[config.mk]
export PLATFORM = sky130hd
export DESIGN_NAME = moving_average_fifo_filter
export DESIGN_NICKNAME = d
export VERILOG_FILES = /design/src/rtl/moving_average_fifo_filter.sv
export SDC_FILE = /design/constraint.sdc
export NUM_CORES = 1
export LEC_CHECK = 0
export CORE_MARGIN = 3
export CORE_UTILIZATION = 60
export DETAILED_ROUTE_END_ITERATION = 8
export GPL_ROUTABILITY_DRIVEN = 0
export PLACE_DENSITY = 0.85
export REMOVE_ABC_BUFFERS = 1
export SKIP_CTS_REPAIR_TIMING = 1
export SYNTH_ARGS = -nofsm -noshare
export SYNTH_HDL_FRONTEND = slang
export SYNTH_SLANG_ARGS = --single-unit
[constraint.sdc]
create_clock -name clock -period 7.2 [get_ports clock]
set_input_delay 1.44 -clock clock [delete_from_list [all_inputs] [get_ports clock]]
set_output_delay 1.44 -clock clock [all_outputs]
set_load 0.05 [all_outputs]
[src/rtl/moving_average_fifo_filter.sv]
// Boxcar moving average over the last 2^N pre-scaled 24-bit samples, kept as a running sum.
// Zero latency (q is combinational); write_ready is accepted but never stalls the filter.
module moving_average_fifo_filter #(
    parameter int N = 3
) (
    input  logic               clock,
    input  logic               reset,
    input  logic               enable,
    input  logic               read_ready,
    input  logic               write_ready,
    input  logic signed [23:0] d,
    output logic signed [23:0] q
);
    localparam int DEPTH = 1 << N;
    localparam logic [N:0] DEPTH_C = (N+1)'(DEPTH);

    logic signed [23:0] buf_q [DEPTH];
    logic [N-1:0]       wr_ptr_q, wr_ptr_d;
    logic [N-1:0]       rd_ptr_q, rd_ptr_d;
    logic [N:0]         count_q, count_d;
    logic signed [23:0] acc_q, acc_d;

    logic               step;
    logic               full;
    logic signed [23:0] scaled;
    logic signed [23:0] oldest;
    logic               unused_ok;

    assign unused_ok = write_ready;
    assign step      = enable & read_ready;
    assign scaled    = d >>> N;
    assign full      = (count_q == DEPTH_C);
    // Until the window has filled there is nothing to retire from the sum.
    assign oldest    = full ? buf_q[rd_ptr_q] : '0;

    always_comb begin
        wr_ptr_d = wr_ptr_q;
        rd_ptr_d = rd_ptr_q;
        count_d  = count_q;
        acc_d    = acc_q;
        if (step) begin
            acc_d    = scaled - oldest + acc_q;
            wr_ptr_d = wr_ptr_q + 1'b1;
            if (full) begin
                rd_ptr_d = rd_ptr_q + 1'b1;
            end else begin
                count_d = count_q + 1'b1;
            end
        end
    end

    assign q = enable ? acc_d : d;

    always_ff @(posedge clock or posedge reset) begin
        if (reset) begin
            wr_ptr_q <= '0;
            rd_ptr_q <= '0;
            count_q  <= '0;
            acc_q    <= '0;
        end else begin
            wr_ptr_q <= wr_ptr_d;
            rd_ptr_q <= rd_ptr_d;
            count_q  <= count_d;
            acc_q    <= acc_d;
        end
    end

    // Sample storage needs no reset: entries are only read once the window is full.
    always_ff @(posedge clock) begin
        if (step) begin
            buf_q[wr_ptr_q] <= scaled;
        end
    end
endmodule

==> impl_metrics.tcl <==
set metrics [dict create \
    drv_cap 0 \
    fin_skew_ps 12.2 \
    hold_viol_final 0 \
    top_level_ports 53 \
    path_class "reg2out" \
    start_util_pct 62.3 \
    fin_ws_ps 339 \
    slew_headroom_pct 24.8 \
    die_area_um2 18400 \
    rows 46 \
    port_buffers 51 \
    cp_data_required_time_ps 5760 \
    finalSetupViolations 0 \
    cts_tree "done" \
    synth_top_area_share_pct 50.0 \
    clkTransAtPathRegs_ps 60 \
    synth_top_area_cell "edfxtp_1" \
    wl_per_cell_um 22.0 \
    clock.fmax_ghz 0.146 \
    numCtsBuffers 21 \
    nFillCells 967 \
    nNetsFinal 864 \
    fin_hold_ws_ps 488 \
    dp_hpwl_mm 14.4 \
    drc 0 \
    rsz0062_at_grt "no" \
    die-width_um 136 \
    syn_to_final_growth_pct 15.0 \
    p_per_area_nw_per_um2 454 \
    cp.arrival_ps 5420 \
    grt-ovfl-total 0 \
    ys.flop_type "edfxtp_1" \
    path_max_fanout 18 \
    place_inst 976 \
    n_antenna_cell 0 \
    viasPerCell 6.10 \
    slew_violations 0 \
    pre_cts_ws_ps 266 \
    ys_top_cells_by_area "edfxtp_1, mux4_2, dfrtp_1" \
    instances_no_fill 1011 \
    synth_cells 720 \
    tightestPinTransition_ps 1120 \
    worstSkewPairLatency_ps 490 \
    die_h_um 136 \
    ant_nets 0 \
    grt_start_max_net_pins 38 \
    fp.coreArea_um2 16200 \
    avgSynthCellArea_um2 14.0 \
    dpl_cell_area_um2 10900 \
    synth_seq_cells 202 \
    first_pass_iters 5 \
    cts-htree-levels 1 \
    yosysUniqueCellTypes 60 \
    cts_root_buffer "clkbuf_16" \
    outcome "finished, final reports clean" \
    wirelength_mm 22.2 \
    worstSetupStartpointType "flop" \
    synth_seq_area_share_pct 58.5 \
    clock_path_buffers 3 \
    grt_antenna_before_repair 0 \
    grt_usage_pct 25.3 \
    dr_total_vias 6172 \
    grt_pass1_vias 6503 \
    drt_first_iter_violations 579 \
    synth_edf_count 168 \
    yosysWarningCount 0 \
    irDropWorstVdd_uv 261 \
    drive_above_1_share_pct 17.9 \
    clkSinkCount 202 \
    syn_area_um2 10100 \
    endpoint_kind "output pin" \
    period_share_pct 95.3 \
    hp-class "reg2reg" \
    power_leakage_nw 4.40 \
    fin_area_um2 11600 \
    grt_pass1_wl_mm 35.3 \
    finalWorstPathRequiredPeriod_ps 6860 \
    synthArstFlopShare_pct 16.8 \
]
==> worst paths after layout <==
| check | start | to | slack [ps] | depth (start not counted) |
|---|---|---|---|---|
| max in group asynchronous | reset | rd_ptr_q[1] | 5440 | 3 |
| setup reg to reg | rd_ptr_q[0] | acc_q[23] | 2480 | 14 |
| hold / removal | count_q[3] | count_q[3] | 490 | 1 |
| hold reg to reg | count_q[3] | count_q[3] | 490 | 1 |
| setup / recovery | rd_ptr_q[0] | q[17] | 340 | 15 |
| min in group asynchronous | reset | count_q[1] | 1380 | 3 |
==> worst max-delay path: stages, from the launching register on <==
cell and delay [ps]:
dfrtp_2 600, buf_4 420, mux4_2 550, mux2i_1 170, nor2_1 80, fa_1 550, inv_1 60, ha_1 400
a21oi_1 140, o21ai_0 410, nor3_2 150, o31ai_1 360, a31oi_1 170, xor2_1 180, a221oi_1 470, buf_12 200
==> kinds of logic after synthesis <==
kind of cell | after synthesis | synth area share, %
multiplexers | 74 | 12.7
adder cells (fa/ha/maj) | 52 | 8.17
XOR/XNOR | 27 | 2.35
flip-flops | 202 | 58.5
AND/OR/NAND/NOR | 122 | 5.45
AO/OA/AOI/OAI | 118 | 7.67
buffers and inverters | 125 | 5.20
==> flip-flops by register name, summed over array words and instances, names as in the netlist <==
name / cells
acc_q: 24
rd_ptr_q: 3
count_q: 4
buf_q: 168
wr_ptr_q: 3
==> synth_stat cells, drive strengths merged (16+ instances only) <==
cell type / count
a21o: 17
a21oi: 29
clkbuf: 19
dfrtp: 34
edfxtp: 168
fa: 23
ha: 29
inv: 95
mux2i: 21
mux4: 42
nand2: 46
nor2: 44
o21ai: 39
xnor2: 16
==> cell type report <==
type                       instances  area, um^2  area share [%]
clock inverter                    11         180            1.55
multi-input combinational        393        3700            31.9
clock buffer                      24         537            4.63
inverter                          96         360            3.11
timing repair buffer              69         653            5.63
sequential                       202        5900            50.9
tap                              216         270            2.33
==> power breakdown <==
part	internal, mW	switching (mW)
sequential	1.44	0.125
clock	0.711	0.424
combinational	1.06	1.51
==> routing by layer <==
layer	vias to the layer above	global-route usage (%)	share of wire [%]
li1	2736	-	-
met5	-	0	0
met1	3128	33.8	39
met3	52	3.53	6.6
met4	0	9.29	3.1
met2	256	42.8	51
==> stage by stage <==
stage          power [mW]  setup TNS, ps  utilization (%)
6_report             5.27              0             71.7
5_1_grt              5.58              0             71.7
4_1_cts              5.26              0             71.7
3_5_place_dp         4.08              0             67.2
3_3_place_gp         3.96              0             67.2
2_1_floorplan        3.45           -321                -
==> cells in the final DEF, fill, tap and decap left out, drive strengths merged, types with 2 or more instances in the layout <==
cell / count
clkinv: 6
dfrtp: 34
o21a: 3
nor2b: 2
fa: 23
o21bai: 2
a221o: 3
o21ai: 39
inv: 95
nor4: 3
nand4: 2
a31oi: 3
edfxtp: 168
and3: 4
buf: 33
nand2: 46
and4: 2
dlymetal6s2s: 3
mux4: 42
xnor2: 16
xor2: 11
a211oi: 3
o221ai: 2
nor3: 7
a21o: 17
a221oi: 2
ha: 29
nand3b: 2
clkdlybuf4s50: 33
nand3: 3
nor2: 44
o31ai: 2
bufinv: 5
a21oi: 29
mux2: 11
nand2b: 6
mux2i: 21
a311oi: 3
clkbuf: 24
Note: power is estimated with default switching activity, not from simulation.
